===== src/rtl/unified_mem_arbiter_if.sv =====
// Bundle between the IF/ME pipeline stages, the arbiter and the shared single-port memory.
// The arbiter uses the slave modport; the pipeline/memory side uses master.
interface unified_mem_arbiter_if #(
    parameter int unsigned ADDR_W = 32,
    parameter int unsigned DATA_W = 32
);
    logic              if_req;
    logic [ADDR_W-1:0] if_addr;
    logic [DATA_W-1:0] if_rdata;
    logic              if_ready;
    logic              me_req;
    logic              me_we;
    logic [ADDR_W-1:0] me_addr;
    logic [DATA_W-1:0] me_wdata;
    logic [DATA_W-1:0] me_rdata;
    logic              me_ready;
    logic              mem_en;
    logic              mem_we;
    logic [ADDR_W-1:0] mem_addr;
    logic [DATA_W-1:0] mem_wdata;
    logic [DATA_W-1:0] mem_rdata;
    logic              pipe_stall;

    modport master (
        output if_req, if_addr, me_req, me_we, me_addr, me_wdata, mem_rdata,
        input  if_rdata, if_ready, me_rdata, me_ready, mem_en, mem_we, mem_addr, mem_wdata,
               pipe_stall
    );

    modport slave (
        input  if_req, if_addr, me_req, me_we, me_addr, me_wdata, mem_rdata,
        output if_rdata, if_ready, me_rdata, me_ready, mem_en, mem_we, mem_addr, mem_wdata,
               pipe_stall
    );
endinterface


===== src/rtl/unified_mem_arbiter.sv =====
// Shares one single-port memory between fetch (IF) and load/store (ME), one access at a time.
// ME wins ties unless fetch has lost STARVE_MAX arbitrations in a row.
module unified_mem_arbiter #(
    parameter int unsigned ADDR_W     = 32,
    parameter int unsigned DATA_W     = 32,
    parameter int unsigned LAT        = 2,
    parameter int unsigned STARVE_MAX = 4
) (
    input logic                  clk,
    input logic                  rst,
    unified_mem_arbiter_if.slave bus
);
    localparam int unsigned SW = $clog2(STARVE_MAX + 2);

    typedef enum logic [1:0] {StIdle, StWait, StDone} state_e;

    state_e            state_q, state_d;
    logic [2:0]        cnt_q, cnt_d;
    logic [SW-1:0]     starve_q, starve_d;
    logic              own_me_q, own_me_d;
    logic              we_q, we_d;
    logic              mem_en_q, mem_en_d;
    logic              mem_we_q, mem_we_d;
    logic [ADDR_W-1:0] mem_addr_q, mem_addr_d;
    logic [DATA_W-1:0] mem_wdata_q, mem_wdata_d;
    logic [DATA_W-1:0] if_rdata_q, if_rdata_d;
    logic [DATA_W-1:0] me_rdata_q, me_rdata_d;
    logic              if_ready_q, if_ready_d;
    logic              me_ready_q, me_ready_d;
    logic              any_req, starved, grant_me, is_store;

    assign any_req  = bus.if_req | bus.me_req;
    assign starved  = (starve_q == SW'(STARVE_MAX));
    assign grant_me = bus.me_req & ~(bus.if_req & starved);
    assign is_store = grant_me & bus.me_we;

    always_ff @(posedge clk or negedge rst) begin
        if (!rst) begin
            state_q <= StIdle;
        end else begin
            state_q <= state_d;
        end
    end

    always_comb begin
        state_d = state_q;
        unique case (state_q)
            StIdle:  if (any_req) state_d = StWait;
            StWait:  if (cnt_q == '0) state_d = StDone;
            StDone:  state_d = StIdle;
            default: state_d = StIdle;
        endcase
    end

    always_comb begin
        cnt_d       = cnt_q;
        starve_d    = starve_q;
        own_me_d    = own_me_q;
        we_d        = we_q;
        mem_en_d    = 1'b0;
        mem_we_d    = 1'b0;
        mem_addr_d  = mem_addr_q;
        mem_wdata_d = mem_wdata_q;
        if_rdata_d  = if_rdata_q;
        me_rdata_d  = me_rdata_q;
        if_ready_d  = 1'b0;
        me_ready_d  = 1'b0;
        unique case (state_q)
            StIdle: begin
                if (any_req) begin
                    own_me_d   = grant_me;
                    we_d       = is_store;
                    mem_en_d   = 1'b1;
                    mem_we_d   = is_store;
                    mem_addr_d = grant_me ? bus.me_addr : bus.if_addr;
                    if (grant_me) mem_wdata_d = bus.me_wdata;
                    // Stores finish after the strobe; loads wait out the read latency.
                    cnt_d = is_store ? '0 : 3'(LAT);
                    if (!grant_me || !bus.if_req) begin
                        starve_d = '0;
                    end else if (!starved) begin
                        starve_d = starve_q + SW'(1);
                    end
                end
            end
            StWait: begin
                if (cnt_q == '0) begin
                    if (!we_q) begin
                        if (own_me_q) me_rdata_d = bus.mem_rdata;
                        else          if_rdata_d = bus.mem_rdata;
                    end
                    if_ready_d = ~own_me_q;
                    me_ready_d = own_me_q;
                end else begin
                    cnt_d = cnt_q - 3'd1;
                end
            end
            StDone:  begin end
            default: begin end
        endcase
    end

    always_ff @(posedge clk or negedge rst) begin
        if (!rst) begin
            cnt_q       <= '0;
            starve_q    <= '0;
            own_me_q    <= 1'b0;
            we_q        <= 1'b0;
            mem_en_q    <= 1'b0;
            mem_we_q    <= 1'b0;
            mem_addr_q  <= '0;
            mem_wdata_q <= '0;
            if_rdata_q  <= '0;
            me_rdata_q  <= '0;
            if_ready_q  <= 1'b0;
            me_ready_q  <= 1'b0;
        end else begin
            cnt_q       <= cnt_d;
            starve_q    <= starve_d;
            own_me_q    <= own_me_d;
            we_q        <= we_d;
            mem_en_q    <= mem_en_d;
            mem_we_q    <= mem_we_d;
            mem_addr_q  <= mem_addr_d;
            mem_wdata_q <= mem_wdata_d;
            if_rdata_q  <= if_rdata_d;
            me_rdata_q  <= me_rdata_d;
            if_ready_q  <= if_ready_d;
            me_ready_q  <= me_ready_d;
        end
    end

    assign bus.mem_en     = mem_en_q;
    assign bus.mem_we     = mem_we_q;
    assign bus.mem_addr   = mem_addr_q;
    assign bus.mem_wdata  = mem_wdata_q;
    assign bus.if_rdata   = if_rdata_q;
    assign bus.me_rdata   = me_rdata_q;
    assign bus.if_ready   = if_ready_q;
    assign bus.me_ready   = me_ready_q;
    // Low in the ready cycle so the pipeline registers advance exactly then.
    assign bus.pipe_stall = (bus.if_req & ~if_ready_q) | (bus.me_req & ~me_ready_q);
endmodule


===== src/flat_wrapper.sv =====
// flat-port wrapper written by rule: the top's interface ports become plain ports
module unified_mem_arbiter_flat 
#(
    parameter int unsigned ADDR_W     = 32,
    parameter int unsigned DATA_W     = 32,
    parameter int unsigned LAT        = 2,
    parameter int unsigned STARVE_MAX = 4
)
  (clk, rst, bus_if_req, bus_if_addr, bus_me_req, bus_me_we, bus_me_addr, bus_me_wdata, bus_mem_rdata, bus_if_rdata, bus_if_ready, bus_me_rdata, bus_me_ready, bus_mem_en, bus_mem_we, bus_mem_addr, bus_mem_wdata, bus_pipe_stall);
  unified_mem_arbiter_if #(.ADDR_W(ADDR_W), .DATA_W(DATA_W)) bus_i ();
  input logic clk;
  input logic rst;
  input wire logic [$bits(bus_i.if_req)-1:0] bus_if_req;
  input wire logic [$bits(bus_i.if_addr)-1:0] bus_if_addr;
  input wire logic [$bits(bus_i.me_req)-1:0] bus_me_req;
  input wire logic [$bits(bus_i.me_we)-1:0] bus_me_we;
  input wire logic [$bits(bus_i.me_addr)-1:0] bus_me_addr;
  input wire logic [$bits(bus_i.me_wdata)-1:0] bus_me_wdata;
  input wire logic [$bits(bus_i.mem_rdata)-1:0] bus_mem_rdata;
  output wire logic [$bits(bus_i.if_rdata)-1:0] bus_if_rdata;
  output wire logic [$bits(bus_i.if_ready)-1:0] bus_if_ready;
  output wire logic [$bits(bus_i.me_rdata)-1:0] bus_me_rdata;
  output wire logic [$bits(bus_i.me_ready)-1:0] bus_me_ready;
  output wire logic [$bits(bus_i.mem_en)-1:0] bus_mem_en;
  output wire logic [$bits(bus_i.mem_we)-1:0] bus_mem_we;
  output wire logic [$bits(bus_i.mem_addr)-1:0] bus_mem_addr;
  output wire logic [$bits(bus_i.mem_wdata)-1:0] bus_mem_wdata;
  output wire logic [$bits(bus_i.pipe_stall)-1:0] bus_pipe_stall;
  assign bus_i.if_req = bus_if_req;
  assign bus_i.if_addr = bus_if_addr;
  assign bus_i.me_req = bus_me_req;
  assign bus_i.me_we = bus_me_we;
  assign bus_i.me_addr = bus_me_addr;
  assign bus_i.me_wdata = bus_me_wdata;
  assign bus_i.mem_rdata = bus_mem_rdata;
  assign bus_if_rdata = bus_i.if_rdata;
  assign bus_if_ready = bus_i.if_ready;
  assign bus_me_rdata = bus_i.me_rdata;
  assign bus_me_ready = bus_i.me_ready;
  assign bus_mem_en = bus_i.mem_en;
  assign bus_mem_we = bus_i.mem_we;
  assign bus_mem_addr = bus_i.mem_addr;
  assign bus_mem_wdata = bus_i.mem_wdata;
  assign bus_pipe_stall = bus_i.pipe_stall;
  unified_mem_arbiter #(.ADDR_W(ADDR_W), .DATA_W(DATA_W), .LAT(LAT), .STARVE_MAX(STARVE_MAX)) u_core (.clk(clk), .rst(rst), .bus(bus_i));
endmodule

===== config.mk =====
export PLATFORM = sky130hd
export DESIGN_NAME = unified_mem_arbiter_flat
export DESIGN_NICKNAME = d
export VERILOG_FILES = /design/src/rtl/unified_mem_arbiter_if.sv /design/src/rtl/unified_mem_arbiter.sv /design/src/flat_wrapper.sv
export SDC_FILE = /design/constraint.sdc
export NUM_CORES = 1
export LEC_CHECK = 0
export CAP_MARGIN = 30
export CORE_MARGIN = 10
export CORE_UTILIZATION = 45
export CTS_CLUSTER_DIAMETER = 100
export CTS_CLUSTER_SIZE = 40
export DETAILED_ROUTE_END_ITERATION = 8
export GPL_ROUTABILITY_DRIVEN = 0
export HOLD_SLACK_MARGIN = 0.12
export PLACE_DENSITY = 0.85
export REMOVE_ABC_BUFFERS = 1
export SLEW_MARGIN = 20
export SYNTH_ARGS = -nofsm -noshare
export SYNTH_HDL_FRONTEND = slang
export SYNTH_SLANG_ARGS = --single-unit

===== constraint.sdc =====
create_clock -name clk -period 4.9 [get_ports clk]
set_input_delay 0.98 -clock clk [delete_from_list [all_inputs] [get_ports clk]]
set_output_delay 0.98 -clock clk [all_outputs]
set_load 0.02 [all_outputs]

Word level (Yosys, flattened, before mapping)
Cells that the tools add are included.

Flip-flop bits (word level): 142. Output and inout port bits: 133. Word-level logic and storage cells: 64.

Reductions and logical operators: 13. Multiplexer cells: 18. Add/subtract/negate cells: 2. Equality and inequality tests: 6. Bitwise operators: 12.

Operators with widths (count): 32-bit two-way mux (1); 3-bit two-way mux (4); 3-bit AND reduction (3); 1-bit two-way mux (8); 4-bit AND reduction (2); 2-bit two-way mux (3); 3-bit case mux with 2 select lines (1); 1-bit AND (5); 1-bit inverter (5); 2-bit by 1-bit inequality test with 1-bit output (second input constant) (2); 2-bit inequality test (second input constant) (2); 2-bit case mux with 2 select lines (1); 2-bit AND reduction (2); 3-bit by 1-bit adder with 3-bit output (second input constant) (1); 3-bit equality test (second input constant) (1); 3-bit zero test (1); 3-bit by 1-bit subtractor with 3-bit output (second input constant) (1); 2-bit by 1-bit equality test with 1-bit output (second input constant) (1); 1-bit zero test (2); 2-bit zero test (1); 1-bit OR (2); 2-bit nonzero test (1); 1-bit logical OR (1).

Logic depth before layout (Yosys ltp)
Depth after elaboration: 8. Depth in mapped cells: 7. Gate-level depth less buffers: 5.

Least setup slack after synthesis
No wires, ideal clock.

Path type: input-to-output. Start point: in bus_me_req. End point: out bus_pipe_stall. Arrival time: 1.815 ns. Path buffers: 2. Path slack: 2.105 ns. Cell stages on the path: 4. Data required time: 3.920 ns. Cells stage by stage: buf_2 > buf_1 > inv_1 > o22ai_1.

Cells in the longest elaborated chain, start to end: 2.

Ends and longest elaborated chain: start, declared (RTL line flat_wrapper.sv:15) `input wire logic [$bits(bus_i.me_req)-1:0] bus_me_req;`; 1-bit AND (RTL line unified_mem_arbiter.sv:142) `assign bus.pipe_stall = (bus.if_req & ~if_ready_q) | (bus.me_req & ~me_ready_q);`; 1-bit OR (RTL line unified_mem_arbiter.sv:142); end, declared (RTL line flat_wrapper.sv:28) `output wire logic [$bits(bus_i.pipe_stall)-1:0] bus_pipe_stall;`.

No other way between the ends.

Final worst setup path
Start point: in bus_if_req. End point: out bus_pipe_stall.

Cells in the longest elaborated chain, start to end: 2.

Ends and longest elaborated chain: start, declared (RTL line flat_wrapper.sv:13) `input wire logic [$bits(bus_i.if_req)-1:0] bus_if_req;`; 1-bit AND (RTL line unified_mem_arbiter.sv:142); 1-bit OR (RTL line unified_mem_arbiter.sv:142).

No other way between the ends.

==> parameters.txt <==
Parameter                              Value

Status
  Outcome ... finished clean

Worst hold path
  Classification of the worst-slack hold path ... in -> async

Global route
  Overall overflow remaining after global route ... 0
  Wire length of the first global-routing pass ... 29.70 mm
  Vias in the first global route ... 5233
  Number of antenna violations at the first check in global routing ... 0
  Combined global-route utilization of all metal layers ... 0.2065
  Largest net degree at the start of global routing ... 100

Worst setup path
  CP Class ... in -> out
  Worst path arrival time ... 2530 ps
  Family of cells with the greatest summed delay on the critical path ... buffers and inverters
  Startpoint of the worst register-to-register path ... u_core.state_q[0]
  Required time at the endpoint of the critical path ... 3920 ps
  Number of buffer and inverter stages on the critical path ... 3
  Worst r2r dst ... u_core.bus.mem_addr[18]
  Maximum fanout count along the critical path ... 7
  Biggest cell delay along the critical path ... 640 ps
  Most frequent cell on the critical path ... sky130_fd_sc_hd__clkdlybuf4s50_1
  Reg-to-reg setup timing slack ... 2340 ps
  Setup crit end kind ... primary output
  Element type at the critical path start ... primary input
  CP cell instances ... clkdlybuf4s50_1 > inv_1 > o22ai_1 > clkdlybuf4s50_1
  Crit path launch ... bus_if_req
  Critical-path cell with the highest stage delay ... sky130_fd_sc_hd__clkdlybuf4s50_1
  Worst r2r path cells ... 5

Clock network
  H-tree depth ... 4
  Buffers inserted during post-CTS setup optimization ... 0
  Largest buffer count on any clock path ... 2
  Clock tree from TritonCTS ... yes
  Clock sink total ... 142
  Number of gates resized after cts ... 0
  Register clock-pin slew on the reported worst setup and hold paths ... 60 ps
  Number of CTS-inserted buffers ... 17
  Clock insertion delay at the later pin of the skew report ... 410 ps
  Count of hold buffers inserted by post-cts repair ... 0
  Cell at the root of the clock tree ... sky130_fd_sc_hd__clkbuf_16

Timing
  Shortest clock period the worst path allows after layout ... 3511 ps
  Worst hold slack ... 390.3 ps
  Setup violators final ... 0
  Transition time of the tightest slew-check pin ... 687.2 ps
  Final hold viol count ... 0
  Clock skew ... 8.677 ps
  Period Utilization, post-route ... 0.7165
  Final-report max-slew violation count ... 0
  Setup repair after global routing missed its margin ... no
  Setup slack after layout ... 1389 ps
  Slew HR ... 0.5419
  Setup TNS ... 0 ps
  Highest clock frequency the design can meet ... 284.8 MHz

Synthesis
  Largest area contributor in the synthesized netlist ... sky130_fd_sc_hd__dfrtp_1
  Number of unique standard cell types used by synthesis ... 35
  Number of enable flip-flop cells after synthesis ... 0
  Biggest area contributors in the synthesized netlist ... sky130_fd_sc_hd__dfrtp_1, sky130_fd_sc_hd__mux2_2, sky130_fd_sc_hd__mux2_4, sky130_fd_sc_hd__o221ai_1, sky130_fd_sc_hd__nand4_1
  Number of warnings reported in the yosys synthesis log ... 0
  Mean instance size in the synthesized netlist ... 13.39 um2
  Fraction of post-synthesis cell area in the top cell type by area ... 0.5922
  Gate count of the mapped netlist ... 448
  Combined area of all synthesized cells ... 0.006001 mm2
  Share of synthesized area occupied by flip-flops and latches ... 0.5922
  Dominant register cell in the synthesized netlist ... sky130_fd_sc_hd__dfrtp_1
  Async set-reset flop share out of synthesis ... 1.000
  Yosys reg bits ... 142

Layout
  Commonest non-fill, non-tap cells in the layout ... sky130_fd_sc_hd__clkdlybuf4s50_1, sky130_fd_sc_hd__dfrtp_1, sky130_fd_sc_hd__mux2_2
  Most frequent standard cell in the layout excluding fill and tap cells ... sky130_fd_sc_hd__clkdlybuf4s50_1
  Fill cell total of the finished layout ... 911
  Final cell count without fillers ... 893
  Total number of nets in the final design ... 843
  Layout cells sized above 1 ... 0.1939
  Count of antenna diodes in the layout ... 0
  Final design utilization ... 0.7177
  Area of the multi-input gates ... 0.002135 mm2
  Layout-stage area growth over the synthesis result ... 57.13%
  Sequential cell area in the final layout ... 0.003553 mm2
  Final std cell area, no fill ... 0.009429 mm2

Die
  Area of the core region ... 0.01314 mm2
  Std cell rows ... 42
  Horizontal die dimension ... 135.5 um
  Initial Utilization ... 0.4568
  Die outline height ... 135.5 um
  Overall die area ... 0.01835 mm2
  Count of boundary I/O pins ... 266

Detailed routing
  Post-detailed-route wirelength per cell ... 21.27 um
  1st-pass router iterations ... 5
  Post-detailed-route via-to-cell ratio ... 5.354
  Via count ... 4781
  Post-detailed-route DRC marker count ... 0
  Final WL ... 19.00 mm
  Antenna-violating nets left ... 0
  1st-iter DRT viols ... 277

Power
  Worst IR Drop VDD ... 374.9 uV
  Pleak ... 4.074 nW
  Overall power consumption ... 6.791 mW
  Power density over cell area ... 720.2 mW/mm2

Job
  Max-cap violations ... 0

Place
  Dpl cells ... 862
  Port Buffer Count ... 265
  Post-detailed-placement cell area ... 0.008803 mm2
  Post-detail-place hpwl ... 14.15 mm
  Worst setup timing slack at the placement stage ... 1125 ps
[state kept, by name, indices dropped and copies added, names as in the netlist]
register	cells
u_core.bus.mem_wdata	32
u_core.own_me_q	1
u_core.bus.if_rdata	32
u_core.bus.if_ready	1
u_core.starve_q	3
u_core.bus.mem_en	1
u_core.bus.me_rdata	32
u_core.bus.me_ready	1
u_core.bus.mem_addr	32
u_core.cnt_q	3
u_core.bus.mem_we	1
u_core.we_q	1
u_core.state_q	2
[report_power, final]
group	internal, mW	switching (mW)
clock network	0.846	0.460
logic	1.73	1.64
registers	1.77	0.352
[kinds of logic after synthesis]
family	Yosys count	share of synthesized area
AOI/OAI and AO/OA	44	0.06130
adders and majority gates	4	0.008341
buffers and inverters	76	0.05421
DFF	142	0.5922
muxes	96	0.1989
and+or+nand+nor	86	0.08508
[area by class of cell]
class	count	area share
Sequential cell	142	0.3769
Timing Repair Buffer	274	0.2937
Multi-Input combinational cell	230	0.2264
Clock buffer	23	0.05175
Tap cell	176	0.02335
Inverter	41	0.01632
Clock inverter	7	0.01168
[Yosys cell counts, drive strengths merged, types with 3 or more instances]
| cell | instances |
|---|---|
| nand4 | 32 |
| nand2 | 4 |
| o22ai | 3 |
| inv | 41 |
| buf | 18 |
| o221ai | 33 |
| nand3 | 35 |
| ha | 4 |
| mux2 | 96 |
| dfrtp | 142 |
| clkbuf | 17 |
| nor2 | 3 |
[worst max-delay path by stage]
stage                               to  slack (ps)  cells past startpoint
3_3_place_gp    u_core.bus.mem_addr[1]        1280                      6
2_1_floorplan  u_core.bus.mem_wdata[0]        1160                      3
4_1_cts                 bus_pipe_stall        1380                      4
3_5_place_dp   u_core.bus.mem_addr[18]        1120                      6
5_1_grt        u_core.bus.mem_addr[18]        1330                      6
6_report                bus_pipe_stall        1390                      4
[worst reg2reg max path: cells and delay by family (launching register included)]
family	cells	cell delay (ps)
buffers and inverters	2	1000
AND/OR/NAND/NOR	2	730
flip-flops	1	440
AO/OA/AOI/OAI	1	230
[routing by layer]
layer	GRT usage	share of wire
met5	0	0
met3	0.08346	0.10
met1	0.2458	0.39
met2	0.3361	0.49
met4	0.06220	0.014
No activity file was read; power rests on OpenSTA's default activity.
